`src/rtl/ram_readout.sv`:
```
// ram_readout: read-side engine for the ADC sample capture RAM.
// Walks the RAM from a latched base address once the capture is stable,
// absorbs the RAM read latency in a shift register and presents samples
// as a valid/ready stream. Reads are only issued while the output FIFO is
// guaranteed to have room for them, so backpressure never drops a sample.
module ram_readout #(
    parameter int ADDR_W      = 10,
    parameter int DATA_W      = 12,
    parameter int NUM_SAMPLES = 256,
    parameter int RD_LAT      = 2,
    parameter int FIFO_DEPTH  = 4
) (
    input  logic              clk,
    input  logic              rst,
    input  logic              start,
    input  logic [ADDR_W-1:0] base_addr,
    input  logic              wr_end,
    output logic [ADDR_W-1:0] rd_addr,
    output logic              rd_en,
    input  logic [DATA_W-1:0] ram_data,
    output logic [DATA_W-1:0] m_data,
    output logic              m_valid,
    input  logic              m_ready,
    output logic              m_last,
    output logic              busy,
    output logic              done,
    output logic              err
);

    localparam int CNT_W  = ADDR_W + 1;
    localparam int PTR_W  = $clog2(FIFO_DEPTH);
    localparam int FCNT_W = PTR_W + 1;
    localparam int USED_W = PTR_W + 2;
    localparam logic [CNT_W-1:0]  NUM_S    = CNT_W'(NUM_SAMPLES);
    localparam logic [CNT_W-1:0]  LAST_IDX = CNT_W'(NUM_SAMPLES - 1);
    localparam logic [USED_W-1:0] DEPTH_U  = USED_W'(FIFO_DEPTH);

    typedef enum logic [2:0] {
        IDLE,
        WAIT_CAP,
        READ,
        DRAIN,
        DONE
    } state_t;

    state_t state;

    logic [ADDR_W-1:0] base_q;
    logic [CNT_W-1:0]  issued;
    logic [CNT_W-1:0]  accepted;
    logic [CNT_W-1:0]  issued_next;

    logic [RD_LAT-1:0] vld_sr;
    logic [RD_LAT-1:0] lst_sr;

    logic [DATA_W:0]   fifo_mem [FIFO_DEPTH];
    logic [PTR_W-1:0]  wr_ptr;
    logic [PTR_W-1:0]  rd_ptr;
    logic [FCNT_W-1:0] fifo_count;
    logic [DATA_W:0]   fifo_head;

    logic [USED_W-1:0] in_flight;
    logic [USED_W-1:0] used;
    logic [USED_W-1:0] used_next;
    logic              fifo_push;
    logic              fifo_pop;
    logic              can_issue;
    logic              abort;
    logic              issue_last;

    assign m_valid   = (fifo_count != '0);
    assign fifo_head = fifo_mem[rd_ptr];
    assign m_data    = m_valid ? fifo_head[DATA_W-1:0] : '0;
    assign m_last    = m_valid && fifo_head[DATA_W];
    assign busy      = (state != IDLE);
    assign done      = (state == DONE);

    // Credit accounting: a read may issue next cycle only if FIFO entries plus reads in flight stay below the depth.
    always_comb begin
        in_flight = '0;
        for (int i = 0; i < RD_LAT; i++) begin
            in_flight = in_flight + USED_W'(vld_sr[i]);
        end
        abort       = ((state == READ) || (state == DRAIN)) && !wr_end;
        fifo_push   = vld_sr[RD_LAT-1];
        fifo_pop    = m_valid && m_ready;
        used        = USED_W'(fifo_count) + in_flight;
        used_next   = used + USED_W'(rd_en) - USED_W'(fifo_pop);
        issued_next = issued + CNT_W'(rd_en);
        can_issue   = (issued_next < NUM_S) && (used_next < DEPTH_U);
        issue_last  = rd_en && (issued == LAST_IDX);
    end

    // Control FSM with registered read port; rd_en/rd_addr are decided one cycle ahead from the predicted credit.
    always_ff @(posedge clk) begin
        if (rst) begin
            state    <= IDLE;
            base_q   <= '0;
            issued   <= '0;
            accepted <= '0;
            err      <= 1'b0;
            rd_en    <= 1'b0;
            rd_addr  <= '0;
        end else begin
            rd_en <= 1'b0;
            case (state)
                IDLE: begin
                    if (start) begin
                        base_q   <= base_addr;
                        issued   <= '0;
                        accepted <= '0;
                        err      <= 1'b0;
                        state    <= WAIT_CAP;
                    end
                end
                WAIT_CAP: begin
                    if (wr_end) begin
                        state <= READ;
                        rd_en <= can_issue;
                        if (can_issue) begin
                            rd_addr <= base_q + issued_next[ADDR_W-1:0];
                        end
                    end
                end
                READ: begin
                    if (abort) begin
                        err   <= 1'b1;
                        state <= IDLE;
                    end else begin
                        issued   <= issued_next;
                        accepted <= accepted + CNT_W'(fifo_pop);
                        rd_en    <= can_issue;
                        if (can_issue) begin
                            rd_addr <= base_q + issued_next[ADDR_W-1:0];
                        end
                        if (issued_next == NUM_S) begin
                            state <= DRAIN;
                        end
                    end
                end
                DRAIN: begin
                    if (abort) begin
                        err   <= 1'b1;
                        state <= IDLE;
                    end else if (fifo_pop) begin
                        accepted <= accepted + CNT_W'(1);
                        if (accepted == LAST_IDX) begin
                            state <= DONE;
                        end
                    end
                end
                DONE: begin
                    state <= IDLE;
                end
                default: begin
                    state <= IDLE;
                end
            endcase
        end
    end

    // In-flight tracker and FIFO pointers; an abort flushes them just like reset.
    always_ff @(posedge clk) begin
        if (rst || abort) begin
            vld_sr     <= '0;
            lst_sr     <= '0;
            wr_ptr     <= '0;
            rd_ptr     <= '0;
            fifo_count <= '0;
        end else begin
            vld_sr[0] <= rd_en;
            lst_sr[0] <= issue_last;
            for (int i = 1; i < RD_LAT; i++) begin
                vld_sr[i] <= vld_sr[i-1];
                lst_sr[i] <= lst_sr[i-1];
            end
            if (fifo_push) begin
                wr_ptr <= wr_ptr + PTR_W'(1);
            end
            if (fifo_pop) begin
                rd_ptr <= rd_ptr + PTR_W'(1);
            end
            fifo_count <= fifo_count + FCNT_W'(fifo_push) - FCNT_W'(fifo_pop);
        end
    end

    // FIFO storage: RAM data is captured together with its last flag as it leaves the latency pipeline.
    always_ff @(posedge clk) begin
        if (fifo_push && !abort) begin
            fifo_mem[wr_ptr] <= {lst_sr[RD_LAT-1], ram_data};
        end
    end

endmodule

```
`config.mk`:
```
export PLATFORM = sky130hd
export DESIGN_NAME = ram_readout
export DESIGN_NICKNAME = d
export VERILOG_FILES = /design/src/rtl/ram_readout.sv
export SDC_FILE = /design/constraint.sdc
export NUM_CORES = 1
export LEC_CHECK = 0
export ABC_AREA = 1
export BUFFER_PORTS_ARGS = -buffer_cell sky130_fd_sc_hd__clkbuf_2
export CAP_MARGIN = 20
export CORE_ASPECT_RATIO = 0.6
export CORE_MARGIN = 2
export CORE_UTILIZATION = 45
export DETAILED_ROUTE_END_ITERATION = 10
export PLACE_DENSITY_LB_ADDON = 0.12
export SYNTH_ARGS = -nofsm -noshare
export SYNTH_HDL_FRONTEND = slang
export SYNTH_SLANG_ARGS = --single-unit
```
`constraint.sdc`:
```
create_clock -name clk -period 3.35 [get_ports clk]
set_clock_uncertainty 0.05 [all_clocks]
set_input_delay 0 -clock clk [delete_from_list [all_inputs] [get_ports clk]]
set_output_delay 0 -clock clk [all_outputs]
set_load 0.1 [all_outputs]
```
Word level (Yosys, flattened, before mapping)
Memories as Yosys holds them, arrays and structs flattened. A register that Yosys moved wholly into a read port is not among the register bits.
Cells that the tools add are included.

word-level totals
  register bits = 58
  latch bits = 0
  RAM bits = 52
  ROM bits = 0
  input bits = 27
  output and inout port bits = 28
  word-level logic and storage cells = 97
  memories kept = 1

memories
  memory    depth  bits a word  rd ports  clocked after memory_dff  write ports  line  source
  fifo_mem  4      13           1         1                         1            56    logic [DATA_W:0] fifo_mem [FIFO_DEPTH];

operators by class
  $add $sub $neg = 12
  $mul = 0
  div/mod/pow operators = 0
  $lt $le $gt $ge = 2
  equal/unequal tests = 16
  shift-type cells = 0
  multiplexer cells = 30
  bitwise operators = 0
  reductions and logical operators = 24

operator list
  cell                                                                           number
  11-bit two-way mux                                                             5
  11-bit case mux with 3 select lines                                            1
  10-bit two-way mux                                                             3
  11-bit by 1-bit adder with 11-bit output                                       2
  11-bit by 8-bit == test with 1-bit output, second input constant               2
  11-bit case mux with 2 select lines                                            1
  3-bit two-way mux                                                              7
  10-bit case mux with 2 select lines                                            1
  12-bit two-way mux                                                             1
  3-bit case mux with 4 select lines                                             1
  11-bit by 1-bit adder with 11-bit output, second input constant                1
  11-bit by 9-bit == test with 1-bit output, second input constant               1
  11-bit by 9-bit less-than comparator with 1-bit output, second input constant  1
  10-bit adder                                                                   1
  2-bit inequality test, second input constant                                   5
  5-bit AND reduction                                                            2
  3-bit AND reduction                                                            3
  3-bit nonzero test                                                             3
  3-bit by 2-bit == test with 1-bit output, second input constant                2
  1-bit logical AND                                                              6
  1-bit two-way mux                                                              6
  3-bit by 2-bit inequality test with 1-bit output, second input constant        2
  2-bit nonzero test                                                             3
  2-bit by 1-bit adder with 2-bit output, second input constant                  2
  other kinds (18)                                                               22

Longest topological paths before layout
  depth in word-level cells = 9
  depth in mapped cells = 19
  gate-level depth less buffers = 19

Worst setup path after synthesis
No wires, ideal clock.

  kind = register to register
  start point = register rd_en
  end point = register rd_addr[7]
  setup time = 0.118 ns
  arrival time = 2.851 ns
  data required time = 3.182 ns
  path slack = 0.331 ns
  stages on the path, launching flop included = 18
  buffers on the path = 0
  period minus slack after synthesis = 3.019 ns
  path through = dfxtp_1 -> ha_1 -> ha_1 -> nand2_1 -> nor2_2 -> nand2_1 -> nand2_1 -> inv_1 -> ha_1 -> nand2_1 -> inv_1 -> nand2_1 -> nand4_1 -> nand2_1 -> nand2_1 -> xor2_1 -> nor2_1 -> nor2_1

between the ends
  word-level cells in the longest chain between the ends = 7

ends and longest elaborated chain
  item                                                   line      source
  start: declaration                                     19        output logic rd_en,
  start signal: assignment                               119       rd_en <= can_issue;
  start signal: assignment                               132       rd_en <= can_issue;
  4-bit by 1-bit adder with 4-bit output                 88        used_next = used + USED_W'(rd_en) - USED_W'(fifo_pop);
  4-bit by 1-bit subtractor with 4-bit output            88
  4-bit by 3-bit less-than comparator with 1-bit output  90        can_issue = (issued_next < NUM_S) && (used_next < DEPTH_U);
  1-bit logical AND                                      90
  10-bit two-way mux *                                   120, 133
  10-bit two-way mux (on tied branches)                  126, 117
  10-bit case mux with 2 select lines *                  106       case (state)
  end signal: assignment                                 121       rd_addr <= base_q + issued_next[ADDR_W-1:0];
  end signal: assignment                                 134       rd_addr <= base_q + issued_next[ADDR_W-1:0];
  end: declaration                                       18        output logic [ADDR_W-1:0] rd_addr,

Every way passes the cells marked *; elsewhere a longest branch is shown, timed or not. The select of a mux whose other input is x is not followed.
A chain may end at the register's enable or synchronous reset.

Final worst setup path
  start point = register fifo_count[1]
  end point = register rd_addr[7]

between the ends
  word-level cells in the longest chain between the ends = 8

ends and longest elaborated chain
  item                                                                                 line    source
  start: declaration                                                                   59      logic [FCNT_W-1:0] fifo_count;
  start signal: assignment                                                             183     fifo_count <= fifo_count + FCNT_W'(fifo_push) - FCNT_W'(fifo_pop);
  3-bit by 2-bit adder with 4-bit output / 3-bit nonzero test (equally long branches)  87, 71
  4-bit by 1-bit adder with 4-bit output / 1-bit logical AND (equally long branches)   88, 86
  4-bit by 1-bit subtractor with 4-bit output *                                        88
  4-bit by 3-bit less-than comparator with 1-bit output *                              90
  1-bit logical AND *                                                                  90
  10-bit two-way mux *                                                                 -
  10-bit two-way mux (on tied branches)                                                -
  10-bit case mux with 2 select lines *                                                -

Marks and branches as above.

==> reports/metrics.csv <==
metric,value,unit
leakage,2.66,nW
wl,12100,um
seq_area,0.00276,mm^2
io_pins,55,
nFillCells,1139,
grt_use_total,19.4,%
status,"complete, no violations",
finalSetupViolCount,0,
synth_flop_cell,dfxtp_1,
synth_edf_count,52,
wire_per_inst,13.6,um
grt_pass1_wl,19900,um
grt-ovfl-total,0,
cp.arrival,3.00,ns
layout_min_cycle_time,2.80,ns
ir_drop,0.372,mV
viasPerCell,4.89,
drive_above_1_share,14.6,%
rr_worst_depth,16,
fp.dieArea,0.0130,mm^2
clk_latency,0.35,ns
relSlewSlack,52.1,%
crit_chain,"inv_1, nand3_2, nand2_2, inv_1, nand2_1, nand2_1, fa_1, ha_1, nand2_1, o21bai_1, xor2_1, nor3_2, nand2_2, clkinv_2, o21ai_1, nor2_1",
globalplace.congestion,0.855,
tns,0,ns
rr_startpoint,fifo_count[1]$_SDFF_PP0_,
slew_viol_final,0,
htree_levels,3,
synthTopCellsByCount,"nor2_1, nand2_1, dfxtp_1",
hold_path.class,in2reg,
clk_pin_slew,0.07,ns
avgSynthCellArea,8.39,um^2
r2r-end,rd_addr[7]$_SDFFE_PP0P_,
cts_tree,yes,
numClockSinks,112,
cp-start-kind,flip-flop,
hold_depth,5,
hold_viol_final,0,
yosys_warnings,0,
die_y,89.1,um
crit_required,3.54,ns
rows,31,
worstHoldEndpoint,state[2]$_SDFFE_PP0P_,
synthDominantCellAreaShare,28.8,%
synthDistinctLibCells,40,
synth_area_leader_cell,edfxtp_1,
syn_inst,647,
port_buffers,54,
cts_made_buffers,9,
slowest_stage,fa_1,
final_nets,775,
tightest_slew,0.716,ns
yosysMostFrequentCell,nor2_1,
dr.pass1.iters,5,
rsz0062_at_grt,false,
die-width,146,um
drc,0,
critical_path.max_stage_delay,0.36,ns
grt_pass1_vias,4029,
ant_nets,0,
vias,4369,
yosys-top-cells-area,"edfxtp_1, dfxtp_1, nor2_1, nand2_1, ha_1",
hp-start,wr_end,
rrSetupSlack,0.55,ns
synth-async-reset-ratio,0,%
hpwl,8790,um
grt_max_degree,27,
synth.cell_area,0.00543,mm^2
area_growth,17.8,%
synthesis.nets,699,
cp_max_fo,13,
multi_input_area,0.00236,mm^2
postCtsSetupBuffers,0,
fp.coreArea,0.0119,mm^2
max_freq,0.357,GHz
crit_top_cell,nand2_1,
drv_cap,0,
final_core_util,53.7,%
start_util,45.6,%
antenna_found_initial,0,
crit_type,reg2reg,
p_per_area,797,mW/mm^2
synth-seq-cells,112,
clk_path_buf_depth,2,
first_iter_violations,299,
timing.final.crit_share,83.7,%
ctsRootBufferMaster,clkbuf_16,
worstSetupEndpointType,flip-flop,
yosysSeqAreaShare,50.9,%
==> state kept, by name (all words and copies together), names as in the netlist, named ones only <==
signal	cells
fifo_mem	52
accepted	11
issued	11
base_q	10
rd_addr	10
fifo_count	3
state	3
lst_sr	2
rd_ptr	2
vld_sr	2
wr_ptr	2
err	1
rd_en	1
==> cells in the final DEF (no fill, tap or decap), drive strengths merged, types with 3 or more instances in the layout <==
cell type	Yosys	final
a211oi	3	3
buf	5	7
fa	3	3
a21oi	41	41
ha	22	22
nand4	6	6
dfxtp	60	60
nor3b	3	3
o21ai	51	51
edfxtp	52	52
nor3	10	10
clkbuf	13	63
nor2	149	149
inv	58	60
dlygate4sd3	0	22
nand2	123	123
xor2	11	11
nand3	21	21
xnor2	4	4
==> cell families after synthesis <==
group | Yosys count | share of synthesized area [%]
DFF | 112 | 50.9
and+or+nand+nor | 317 | 25.0
adders and majority gates | 25 | 6.18
AOI/OAI and AO/OA | 101 | 9.91
xor gates and xnor gates | 15 | 2.42
buffers and inverters | 77 | 5.60
==> worst max-delay path by stage <==
stage,to,slack (ns),startpoint,cells after the start
after floorplan,rd_addr[7]$_SDFFE_PP0P_,0.33,rd_en$_SDFF_PP0_,17
after global placement,rd_addr[7]$_SDFFE_PP0P_,0.66,fifo_count[1]$_SDFF_PP0_,16
after detailed placement,rd_addr[7]$_SDFFE_PP0P_,0.55,fifo_count[1]$_SDFF_PP0_,16
after CTS,rd_addr[7]$_SDFFE_PP0P_,0.53,fifo_count[1]$_SDFF_PP0_,16
after global routing,rd_addr[1]$_SDFFE_PP0P_,0.25,fifo_count[1]$_SDFF_PP0_,16
final,rd_addr[7]$_SDFFE_PP0P_,0.55,fifo_count[1]$_SDFF_PP0_,16
==> power by group <==
| part | internal [W] | total, W | leakage, nW | switching [W] |
|---|---|---|---|---|
| logic | 0.000475 | 0.00236 | 1.56 | 0.00189 |
| registers | 0.00156 | 0.00167 | 0.956 | 0.000104 |
| clock network | 0.000580 | 0.00106 | 0.138 | 0.000485 |
| total | 0.00262 | 0.00509 | 2.66 | 0.00248 |
==> metrics by stage <==
stage | total power (W) | std cells | setup WS, ns | hold slack (ns) | cell area, um^2
after global placement | 0.00403 | 855 | 0.658 | 0.167 | 5880
after global routing | 0.00538 | 892 | 0.251 | 0.0735 | 6390
after CTS | 0.00514 | 892 | 0.531 | 0.0444 | 6390
after floorplan | 0.00364 | 647 | 0.331 | 0.0489 | 5430
after detailed placement | 0.00404 | 855 | 0.551 | 0.170 | 5880
final | 0.00509 | 893 | 0.545 | 0.0656 | 6400
==> what timing repair did <==
action | 4_1_cts | 5_1_grt
resized for setup | 0 | 0
hold endpoints to repair | 58 | 0
hold buffers | 22 | 0
==> per-layer routing <==
| metal | GRT usage [%] | vias to the layer above | part of all wire (%) |
|---|---|---|---|
| li1 | - | 2257 | - |
| met2 | 28.3 | 87 | 41 |
| met3 | 4.29 | 15 | 4.1 |
| met4 | 6.24 | 0 | 1.4 |
| met5 | 0 | - | 0 |
| met1 | 28.7 | 2010 | 53 |
==> layout make-up <==
class / count / share of cell area [%]
Sequential cell: 112 / 43.2
Multi-Input combinational cell: 458 / 37.0
Timing Repair Buffer: 83 / 8.49
Clock buffer: 9 / 3.52
Inverter: 59 / 3.52
Tap cell: 165 / 3.23
Clock inverter: 6 / 1.06
Antenna cell: 1 / 0.0391
==> critical path: cells and delay by family, from the launching register on <==
kind	cells	cell delay, ns
AO/OA/AOI/OAI	2	0.29
AND/OR/NAND/NOR	8	0.77
buffers and inverters	3	0.41
adder cells (fa/ha/maj)	2	0.64
XOR/XNOR	1	0.20
flip-flops	1	0.33
(Power assumes the default switching activity.)
